**src/rtl/parallel_in_serial_out_ctrl_pkg.sv**
```systemverilog
// ----------------------------------------------------------------------------
// parallel_in_serial_out_ctrl_pkg
//
// Purpose : Shared types and constants for the parallel-in / serial-out
//           feeder. Holds the FSM state encoding and the counter widths.
//           The bit counter is sized for words up to 16 bits. The gap
//           counter is sized for up to 15 idle cycles.
// Ports   : none (package)
// Options : PARITY_ERR_EN (used by the top level) adds the PARITY state
//           to the sequence.
// ----------------------------------------------------------------------------
package parallel_in_serial_out_ctrl_pkg;

    // PARITY is always part of the encoding, but the FSM only enters it when
    // the parity option is compiled in.
    typedef enum logic [1:0] {
        IDLE   = 2'd0,
        SHIFT  = 2'd1,
        PARITY = 2'd2,
        GAP    = 2'd3
    } state_t;

    localparam int CNT_W = $clog2(16);
    localparam int GAP_W = 4;

endpackage

```
**src/rtl/parallel_in_serial_out_ctrl_if.sv**
```systemverilog
// ----------------------------------------------------------------------------
// parallel_in_serial_out_ctrl_if
//
// Purpose : Bundles the load handshake and the serial output pins of the
//           feeder into one connection.
// Ports   : parallel_in  word to serialize (producer -> feeder)
//           load_valid   producer has a word on parallel_in
//           load_ready   feeder can accept a word (IDLE only)
//           shift_in     serial data bit to the downstream SIPO
//           shift_en     downstream shift enable
//           busy         feeder is not IDLE
//           done         one-cycle pulse after the last serial bit
// Modports: master = producer / observer side, slave = the feeder itself.
// ----------------------------------------------------------------------------
interface parallel_in_serial_out_ctrl_if #(
    parameter int WIDTH = 4
);
    logic [WIDTH-1:0] parallel_in;
    logic             load_valid;
    logic             load_ready;
    logic             shift_in;
    logic             shift_en;
    logic             busy;
    logic             done;

    modport master (
        output parallel_in,
        output load_valid,
        input  load_ready,
        input  shift_in,
        input  shift_en,
        input  busy,
        input  done
    );

    modport slave (
        input  parallel_in,
        input  load_valid,
        output load_ready,
        output shift_in,
        output shift_en,
        output busy,
        output done
    );
endinterface

```
**src/rtl/parallel_in_serial_out_ctrl_down_counter.sv**
```systemverilog
// ----------------------------------------------------------------------------
// parallel_in_serial_out_ctrl_down_counter
//
// Purpose : Loadable down-counter with a zero flag. The feeder uses one copy
//           to count data bits and another to count gap cycles.
// Ports   : clk         rising-edge clock
//           rst         asynchronous active-high reset (count -> 0)
//           load        load load_value (has priority over dec)
//           load_value  value to load
//           dec         decrement by one, saturating at zero
//           zero        high while the count is zero
// ----------------------------------------------------------------------------
module parallel_in_serial_out_ctrl_down_counter
    import parallel_in_serial_out_ctrl_pkg::*;
#(
    parameter int W = CNT_W
) (
    input  logic         clk,
    input  logic         rst,
    input  logic         load,
    input  logic [W-1:0] load_value,
    input  logic         dec,
    output logic         zero
);

    logic [W-1:0] count;

    // A load always wins, so that the FSM can restart the count on the same
    // edge that it leaves the previous phase. A decrement at zero is ignored,
    // so the counter parks at zero instead of wrapping.
    always_ff @(posedge clk or posedge rst) begin
        if (rst) begin
            count <= '0;
        end else if (load) begin
            count <= load_value;
        end else if (dec && (count != '0)) begin
            count <= count - W'(1);
        end
    end

    assign zero = (count == '0);

endmodule

```
**src/rtl/parallel_in_serial_out_ctrl.sv**
```systemverilog
// ----------------------------------------------------------------------------
// parallel_in_serial_out_ctrl
//
// Purpose : Upstream feeder for a serial-in/parallel-out shift register.
//           It takes one parallel word over a valid/ready handshake. It then
//           sends the word one bit per clock on shift_in, with shift_en high,
//           so that the downstream register rebuilds the word. After each
//           word it forces GAP_CYCLES idle cycles.
// Params  : WIDTH       data bits per word (2..16)
//           MSB_FIRST   1: bit WIDTH-1 goes first, 0: bit 0 goes first
//           GAP_CYCLES  idle cycles after each word (0..15)
// Ports   : clk         rising-edge clock
//           rst         asynchronous active-high reset
//           bus         slave side of parallel_in_serial_out_ctrl_if
//                       (parallel_in, load_valid, load_ready, shift_in,
//                        shift_en, busy, done)
// Options : `define PARITY_ERR_EN to append one even-parity bit after the
//           data bits. Each word then takes WIDTH+1 shift_en cycles, and the
//           downstream register must be WIDTH+1 bits wide.
// ----------------------------------------------------------------------------
module parallel_in_serial_out_ctrl
    import parallel_in_serial_out_ctrl_pkg::*;
#(
    parameter int WIDTH      = 4,
    parameter bit MSB_FIRST  = 1'b1,
    parameter int GAP_CYCLES = 2
) (
    input logic                         clk,
    input logic                         rst,
    parallel_in_serial_out_ctrl_if.slave bus
);

    localparam logic [CNT_W-1:0] BIT_LOAD = CNT_W'(WIDTH - 1);
    localparam logic [GAP_W-1:0] GAP_LOAD = (GAP_CYCLES > 0) ? GAP_W'(GAP_CYCLES - 1) : '0;

    state_t           state;
    logic [WIDTH-1:0] word_q;
    logic             shift_in_q;
    logic             shift_en_q;
    logic             busy_q;
    logic             done_q;
`ifdef PARITY_ERR_EN
    logic             parity_q;
`endif

    logic handshake;
    logic word_end;
    logic bit_load;
    logic bit_dec;
    logic bit_zero;
    logic gap_load;
    logic gap_dec;
    logic gap_zero;

    // Returns the bit of a word that goes out next, based on the shift order.
    function automatic logic next_bit(input logic [WIDTH-1:0] w);
        return MSB_FIRST ? w[WIDTH-1] : w[0];
    endfunction

    // Moves the word so that the following bit is at the outgoing end.
    function automatic logic [WIDTH-1:0] advance(input logic [WIDTH-1:0] w);
        return MSB_FIRST ? (w << 1) : (w >> 1);
    endfunction

    // Counter control is decoded from the present state, so the counters stay
    // in step with the registered FSM.
    // - The bit counter is loaded on the handshake and counts one per data bit.
    // - The gap counter is loaded on the last shift_en cycle (data or parity)
    //   and then counts through GAP.
    always_comb begin
        handshake = (state == IDLE) && bus.load_valid;
`ifdef PARITY_ERR_EN
        word_end  = (state == PARITY);
`else
        word_end  = (state == SHIFT) && bit_zero;
`endif
        bit_load  = handshake;
        bit_dec   = (state == SHIFT) && !bit_zero;
        gap_load  = word_end;
        gap_dec   = (state == GAP) && !gap_zero;
    end

    parallel_in_serial_out_ctrl_down_counter #(
        .W(CNT_W)
    ) u_bit_cnt (
        .clk       (clk),
        .rst       (rst),
        .load      (bit_load),
        .load_value(BIT_LOAD),
        .dec       (bit_dec),
        .zero      (bit_zero)
    );

    parallel_in_serial_out_ctrl_down_counter #(
        .W(GAP_W)
    ) u_gap_cnt (
        .clk       (clk),
        .rst       (rst),
        .load      (gap_load),
        .load_value(GAP_LOAD),
        .dec       (gap_dec),
        .zero      (gap_zero)
    );

    // Sequencer and registered outputs.
    // - The first bit is put on shift_in on the handshake edge itself, so
    //   shift_en is high for exactly the WIDTH cycles that follow.
    // - The word is copied into word_q on that edge. After that, parallel_in
    //   is ignored until the next IDLE.
    // - On the edge after the last shift_en cycle, shift_en and shift_in go
    //   low and done is set for one cycle.
    // - When GAP_CYCLES is 0, the FSM returns straight to IDLE.
    always_ff @(posedge clk or posedge rst) begin
        if (rst) begin
            state      <= IDLE;
            word_q     <= '0;
            shift_in_q <= 1'b0;
            shift_en_q <= 1'b0;
            busy_q     <= 1'b0;
            done_q     <= 1'b0;
`ifdef PARITY_ERR_EN
            parity_q   <= 1'b0;
`endif
        end else begin
            done_q <= 1'b0;
            case (state)
                IDLE: begin
                    if (handshake) begin
                        state      <= SHIFT;
                        busy_q     <= 1'b1;
                        shift_en_q <= 1'b1;
                        shift_in_q <= next_bit(bus.parallel_in);
                        word_q     <= advance(bus.parallel_in);
`ifdef PARITY_ERR_EN
                        parity_q   <= ^bus.parallel_in;
`endif
                    end
                end
                SHIFT: begin
                    if (bit_zero) begin
`ifdef PARITY_ERR_EN
                        state      <= PARITY;
                        shift_in_q <= parity_q;
`else
                        shift_en_q <= 1'b0;
                        shift_in_q <= 1'b0;
                        done_q     <= 1'b1;
                        if (GAP_CYCLES == 0) begin
                            state  <= IDLE;
                            busy_q <= 1'b0;
                        end else begin
                            state  <= GAP;
                        end
`endif
                    end else begin
                        shift_in_q <= next_bit(word_q);
                        word_q     <= advance(word_q);
                    end
                end
                PARITY: begin
                    shift_en_q <= 1'b0;
                    shift_in_q <= 1'b0;
                    done_q     <= 1'b1;
                    if (GAP_CYCLES == 0) begin
                        state  <= IDLE;
                        busy_q <= 1'b0;
                    end else begin
                        state  <= GAP;
                    end
                end
                GAP: begin
                    if (gap_zero) begin
                        state  <= IDLE;
                        busy_q <= 1'b0;
                    end
                end
                default: begin
                    state <= IDLE;
                end
            endcase
        end
    end

    // load_ready is the only output decoded from state. It goes high as soon
    // as the FSM is in IDLE, including straight after an asynchronous reset.
    assign bus.load_ready = (state == IDLE);
    assign bus.shift_in   = shift_in_q;
    assign bus.shift_en   = shift_en_q;
    assign bus.busy       = busy_q;
    assign bus.done       = done_q;

endmodule

```
**src/flat_wrapper.sv**
```systemverilog
// flat-port wrapper written by rule: the top's interface ports become plain ports
module parallel_in_serial_out_ctrl_flat import parallel_in_serial_out_ctrl_pkg::*;
#(
    parameter int WIDTH      = 4,
    parameter bit MSB_FIRST  = 1'b1,
    parameter int GAP_CYCLES = 2
)
  (clk, rst, bus_parallel_in, bus_load_valid, bus_load_ready, bus_shift_in, bus_shift_en, bus_busy, bus_done);
  parallel_in_serial_out_ctrl_if #(.WIDTH(WIDTH)) bus_i ();
  input logic clk;
  input logic rst;
  input wire logic [$bits(bus_i.parallel_in)-1:0] bus_parallel_in;
  input wire logic [$bits(bus_i.load_valid)-1:0] bus_load_valid;
  output wire logic [$bits(bus_i.load_ready)-1:0] bus_load_ready;
  output wire logic [$bits(bus_i.shift_in)-1:0] bus_shift_in;
  output wire logic [$bits(bus_i.shift_en)-1:0] bus_shift_en;
  output wire logic [$bits(bus_i.busy)-1:0] bus_busy;
  output wire logic [$bits(bus_i.done)-1:0] bus_done;
  assign bus_i.parallel_in = bus_parallel_in;
  assign bus_i.load_valid = bus_load_valid;
  assign bus_load_ready = bus_i.load_ready;
  assign bus_shift_in = bus_i.shift_in;
  assign bus_shift_en = bus_i.shift_en;
  assign bus_busy = bus_i.busy;
  assign bus_done = bus_i.done;
  parallel_in_serial_out_ctrl #(.WIDTH(WIDTH), .MSB_FIRST(MSB_FIRST), .GAP_CYCLES(GAP_CYCLES)) u_core (.clk(clk), .rst(rst), .bus(bus_i));
endmodule
```
**config.mk**
```make
export PLATFORM = sky130hd
export DESIGN_NAME = parallel_in_serial_out_ctrl_flat
export DESIGN_NICKNAME = d
export VERILOG_FILES = /design/src/rtl/parallel_in_serial_out_ctrl_pkg.sv /design/src/rtl/parallel_in_serial_out_ctrl_if.sv /design/src/rtl/parallel_in_serial_out_ctrl_down_counter.sv /design/src/rtl/parallel_in_serial_out_ctrl.sv /design/src/flat_wrapper.sv
export SDC_FILE = /design/constraint.sdc
export NUM_CORES = 1
export LEC_CHECK = 0
export CORE_MARGIN = 2
export CORE_UTILIZATION = 58
export DETAILED_ROUTE_END_ITERATION = 8
export GPL_TIMING_DRIVEN = 1
export PLACE_DENSITY = 0.82
export SLEW_MARGIN = 20
export SYNTH_ARGS = -nofsm -noshare
export SYNTH_HDL_FRONTEND = slang
export SYNTH_HIERARCHICAL = 1
export SYNTH_SLANG_ARGS = --single-unit
```
**constraint.sdc**
```tcl
create_clock -name clk -period 4.7 [get_ports clk]
set_input_delay 1.41 -clock clk [delete_from_list [all_inputs] [get_ports clk]]
set_output_delay 1.41 -clock clk [all_outputs]
set_load 0.1 [all_outputs]
```
==> results of run 1 <==
==> routing by layer <==
metal / part of all wire / routed length, um
met5: 0 / 0
met2: 0.50 / 1030
met4: 0.0093 / 19
met3: 0.024 / 49
met1: 0.46 / 946
==> Yosys cell counts, types with 3 or more instances <==
cell type and number:
dfrtp_1 17, inv_1 13, ha_1 8, a21oi_1 6
nand2_1 6, o21ai_0 4, o21ai_1 4, mux2_2 3
==> cells by family (layout without fill, tap and decap cells) <==
logic type,after synthesis,after routing,synth area share
AOI/OAI and AO/OA,26,26,0.163
adders and majority gates,8,8,0.0934
buffers and inverters,15,28,0.0525
DFF,17,17,0.397
muxes,6,6,0.0653
other,2,8,0.00700
and+or+nand+nor,30,30,0.222
==> registers in the layout, summed over array words and instances (netlist names) <==
name	count
u_core/u_bit_cnt/count	4
u_core/bus.busy	1
u_core/state	2
u_core/word_q	3
u_core/u_gap_cnt/count	4
u_core/bus.shift_en	1
u_core/bus.shift_in	1
u_core/bus.done	1
==> stage by stage <==
step	hold WS [ns]	area [um^2]	instances
6_report	0.508	1260	148
3_5_place_dp	0.488	1230	144
5_1_grt	0.540	1260	148
4_1_cts	0.511	1260	148
2_1_floorplan	0.452	1090	110
3_3_place_gp	0.469	1230	144
==> worst max-delay path by stage <==
| stage | startpoint | end | slack [ns] | cells past startpoint |
|---|---|---|---|---|
| detailed placement | u_core/state[0] | bus_load_ready | 1.35 | 3 |
| global placement | u_core/state[0] | bus_load_ready | 1.41 | 3 |
| floorplan | u_core/state[0] | bus_load_ready | 1.94 | 2 |
| CTS | u_core/state[0] | bus_load_ready | 1.02 | 3 |
| global route | u_core/state[1] | bus_load_ready | 0.94 | 3 |
| finish | u_core/state[1] | bus_load_ready | 1.02 | 3 |
==> cell type report <==
cell class	instances	area [um^2]	area share
tap	25	31.3	0.0249
clock inverter	1	5.00	0.00398
timing repair buffer	11	110	0.0877
sequential	17	425	0.339
clock buffer	3	22.5	0.0179
inverter	13	48.8	0.0388
multi-input combinational	78	613	0.488
==> reports/metrics.cfg, run 1 <==
[layout]
final_common_cell=dfrtp_1
syn_to_final_growth_pct=17.2
post-route-util=0.728
diodes=0
num-fill-cells=139
nets=139
layout-drive-gt1-share=0.154
final_cell_mix=17 x dfrtp_1, 13 x inv_1, 11 x clkdlybuf4s50_1, 8 x ha_1, 8 x conb_1

[floorplanning]
die_w_um=47.0
initial_core_util=0.621
die_h_um=47.0
num_rows=15
core_area_um2=1730
die_area_um2=2210
io_pins=12

[yosys]
ys_warn_count=6
syn_area_um2=1070
synthCells=104
syn_area_per_cell_um2=10.3
yosysTopAreaCellShare=0.397
async_flop_share=1.00
netlist.top_cell.by_area=dfrtp_1
ys_ff_latch=17
ys_seq_area_frac=0.397
synthTopCellsByArea=dfrtp_1 40%, ha_1 9.3%, inv_1 4.6%
ys_types=36
synth_ff_type=dfrtp_1
synth_edf_count=0

[setup_path]
max_stage_delay_ns=1.16
worst-setup-path-type=reg -> out
reg2reg_from=u_core/u_gap_cnt/count[0]
path_max_fanout=5
endpoint_kind=output pin
startpoint_type=flop
crit_required_ns=3.29
worstPathArrival_ns=2.27
crit_chain=inv_1 -> ha_1 -> clkdlybuf4s50_1
rr_endpoint=u_core/u_gap_cnt/count[3]
cp_top_family=buffers and inverters
crit_buf_inv=2
r2r_slack_ns=2.35
critPathSlowestCell=clkdlybuf4s50_1
rr_worst_depth=8

[clock_tree]
cts.sinks=17
cts.repair.resized=0
cts.path.max_buffers=2
htree_levels=1
clock_latency_ns=0.29
cts_buffers=3
root_buffer=clkbuf_4
cts_tree=yes
holdBufCountCts=0
clk_pin_slew_ns=0.11
cts_setup_buffers=0

[placement]
dpl_worst_slack_ns=1.35
io_buffers=11
dp_hpwl_um=1570
gp_congestion=0.787

[global_routing]
busiest_layer=met2
grt_antenna_before_repair=0
grt_overflow=0
grt_use_met3=0.0385
grt_pass1_wl_um=3360
track_usage=0.221
grt_max_degree=12
grt_use_met1=0.281
met2_usage=0.375
grt_pass1_vias=791

[timing]
maxSlewHeadroom=0.350
max_freq_mhz=271
worst_pin_slew_ns=0.972
setup_ws_ns=1.02
final_max_slew_viol_count=0
min_period_ns=3.68
setup-tns-final_ns=0
fin_crit_sh=0.784
hold_viol=0
clock_skew_ns=0.00541
rsz0062_at_grt=no
finalSetupViolations=0

[route]
firstDrtPassIters=4
drc=0
via_per_inst=5.34
post_drt_wl_per_cell_um=13.8
drtIter0Drc=6
vias=790
routed_wl_um=2050
postRouteAntennaNets=0

[run_status]
status=completed

[run]
maxCapViolations=0

[min_path]
holdPathEnd=u_core/word_q[2]
holdCritStartpoint=u_core/word_q[2]
hold_path_depth=1
hold_path.class=reg -> reg

Power of run 1 is left out: the tool's default activity adds up to more than one toggle a clock period on the data nets, which glitch-free logic cannot reach.
==> inputs of run 2 (changes only) <==
--- a/config.mk
+++ b/config.mk
@@ -6,10 +6,10 @@
 export NUM_CORES = 1
 export LEC_CHECK = 0
 export CORE_MARGIN = 2
-export CORE_UTILIZATION = 58
+export CORE_UTILIZATION = 49
 export DETAILED_ROUTE_END_ITERATION = 8
 export GPL_TIMING_DRIVEN = 1
-export PLACE_DENSITY = 0.82
+export PLACE_DENSITY = 0.74
 export SLEW_MARGIN = 20
 export SYNTH_ARGS = -nofsm -noshare
 export SYNTH_HDL_FRONTEND = slang
==> constraint.sdc (replaced) <==
create_clock -name clk -period 3.2 [get_ports clk]
set_input_delay 0.96 -clock clk [delete_from_list [all_inputs] [get_ports clk]]
set_output_delay 0.96 -clock clk [all_outputs]
set_load 0.1 [all_outputs]
==> reports/metrics.cfg, run 2 (synthesized netlist as in run 1, its figures left out) <==
[floorplanning]
die_h_um=50.8  ; +8.1%
initial_core_util=0.530  ; -0.0907
num_rows=16  ; +1
die_area_um2=2580  ; +17%
die_w_um=50.8  ; +8.1%
io_pins=12  ; unchanged
core_area_um2=2020  ; +17%

[clock_tree]
holdBufCountCts=0  ; unchanged
cts.path.max_buffers=2  ; unchanged
cts_buffers=3  ; unchanged
cts.repair.resized=0  ; unchanged
cts.sinks=17  ; unchanged
root_buffer=clkbuf_4
clock_latency_ns=0.29  ; about the same
htree_levels=1  ; unchanged
clk_pin_slew_ns=0.10  ; about the same
cts_setup_buffers=0  ; unchanged
cts_tree=yes

[global_routing]
grt_use_met3=0.0268  ; -0.0117
track_usage=0.203  ; -0.0186
grt_pass1_vias=825  ; +4.3%
grt_use_met1=0.247  ; -0.0341
grt_pass1_wl_um=3800  ; +13%
busiest_layer=met2
met2_usage=0.360  ; -0.0157
grt_antenna_before_repair=0  ; unchanged
grt_max_degree=12  ; unchanged
grt_overflow=0  ; unchanged

[min_path]
hold_path.class=reg -> reg
holdCritStartpoint=u_core/word_q[2]
hold_path_depth=1  ; unchanged
holdPathEnd=u_core/word_q[2]

[timing]
hold_slack_ns=0.502  ; -0.00539 ns
fin_crit_sh=0.754
finalSetupViolations=0  ; unchanged
max_freq_mhz=415
hold_viol=0  ; unchanged
setup-tns-final_ns=0  ; unchanged
min_period_ns=2.41
rsz0062_at_grt=no
clock_skew_ns=0.00593  ; +0.000524 ns
final_max_slew_viol_count=0  ; unchanged

[setup_path]
rr_endpoint=u_core/state[1]
max_stage_delay_ns=0.47  ; -0.69 ns
critPathSlowestCell=dfrtp_1
worstPathArrival_ns=1.45  ; -0.82 ns
startpoint_type=flop
rr_worst_depth=7  ; -1
path_max_fanout=5  ; unchanged
reg2reg_from=u_core/u_bit_cnt/count[0]
endpoint_kind=output pin
crit_chain=inv_1 -> ha_1 -> buf_4
crit_required_ns=2.24  ; -1.05 ns
worst-setup-path-type=reg -> out
r2r_slack_ns=1.02  ; -1.33 ns

[route]
vias=795  ; +0.63%
firstDrtPassIters=4  ; unchanged
via_per_inst=5.26  ; -1.4%
routed_wl_um=2130  ; +4.3%
drtIter0Drc=13  ; +7
post_drt_wl_per_cell_um=14.1  ; +2.2%
postRouteAntennaNets=0  ; unchanged
drc=0  ; unchanged

[placement]
gp_congestion=0.738  ; -6.3%
dp_hpwl_um=1620  ; +3.3%
io_buffers=11  ; unchanged

[layout]
final_common_cell=dfrtp_1
nets=140  ; +0.72%
final_cell_mix=17 x dfrtp_1, 13 x inv_1, 8 x ha_1, 8 x conb_1
layout-drive-gt1-share=0.202  ; +0.0471
diodes=0  ; unchanged
reg.largest.list=u_core/u_bit_cnt/count: 4 flops, u_core/u_gap_cnt/count: 4 flops, u_core/word_q: 3 flops
syn_to_final_growth_pct=16.9

[run]
maxCapViolations=0  ; unchanged

[run_status]
status=completed

[run 2: changes by cell type in the layout (fill, tap and decap cells not counted)]
cell / previous run / this run
buf_4: 0 / 6
clkdlybuf4s50_1: 11 / 6
[run 2: stage by stage]
step                      setup WS, ns  std cells  instance area, um^2   util
after floorplan                  0.801        110                 1090      -
after global placement           0.855        147                 1230  0.606
after detailed placement         0.822        147                 1230  0.606
after CTS                        0.778        151                 1250  0.620
after global routing             0.706        151                 1250  0.620
final                            0.788        151                 1250  0.620
[run 2: layout make-up]
| cell class | count | area [um^2] |
|---|---|---|
| Fill cell | 179 | 768 |
| Multi-Input combinational cell | 78 | 613 |
| Sequential cell | 17 | 425 |
| Timing Repair Buffer | 12 | 105 |
| Inverter | 13 | 48.8 |
| Tap cell | 27 | 33.8 |
| Clock buffer | 3 | 22.5 |
| Clock inverter | 1 | 5.00 |
[run 2: worst max path at each step]
| stage | from | cells after the start | to |
|---|---|---|---|
| floorplan | u_core/state[0] | 6 | u_core/u_bit_cnt/count[3] |
| detailed placement | bus_load_valid | 4 | u_core/word_q[3] |
| global placement | bus_load_valid | 4 | u_core/word_q[3] |
| CTS | u_core/state[1] | 3 | bus_load_ready |
| global route | u_core/state[1] | 3 | bus_load_ready |
| finish | u_core/state[1] | 3 | bus_load_ready |
[run 2: worst max-delay path: cells and delay by family, from the launching register on]
family / cells / cell delay [ns]
adder cells (fa/ha/maj): 1 / 0.25
buffers and inverters: 2 / 0.45
flip-flops: 1 / 0.47
[run 2: layer usage]
metal,share of wire,up-vias
li1,-,396
met1,0.44,381
met2,0.51,16
met3,0.042,2
met4,0.0070,0
met5,0,-
Power of run 2 is left out for the same reason.
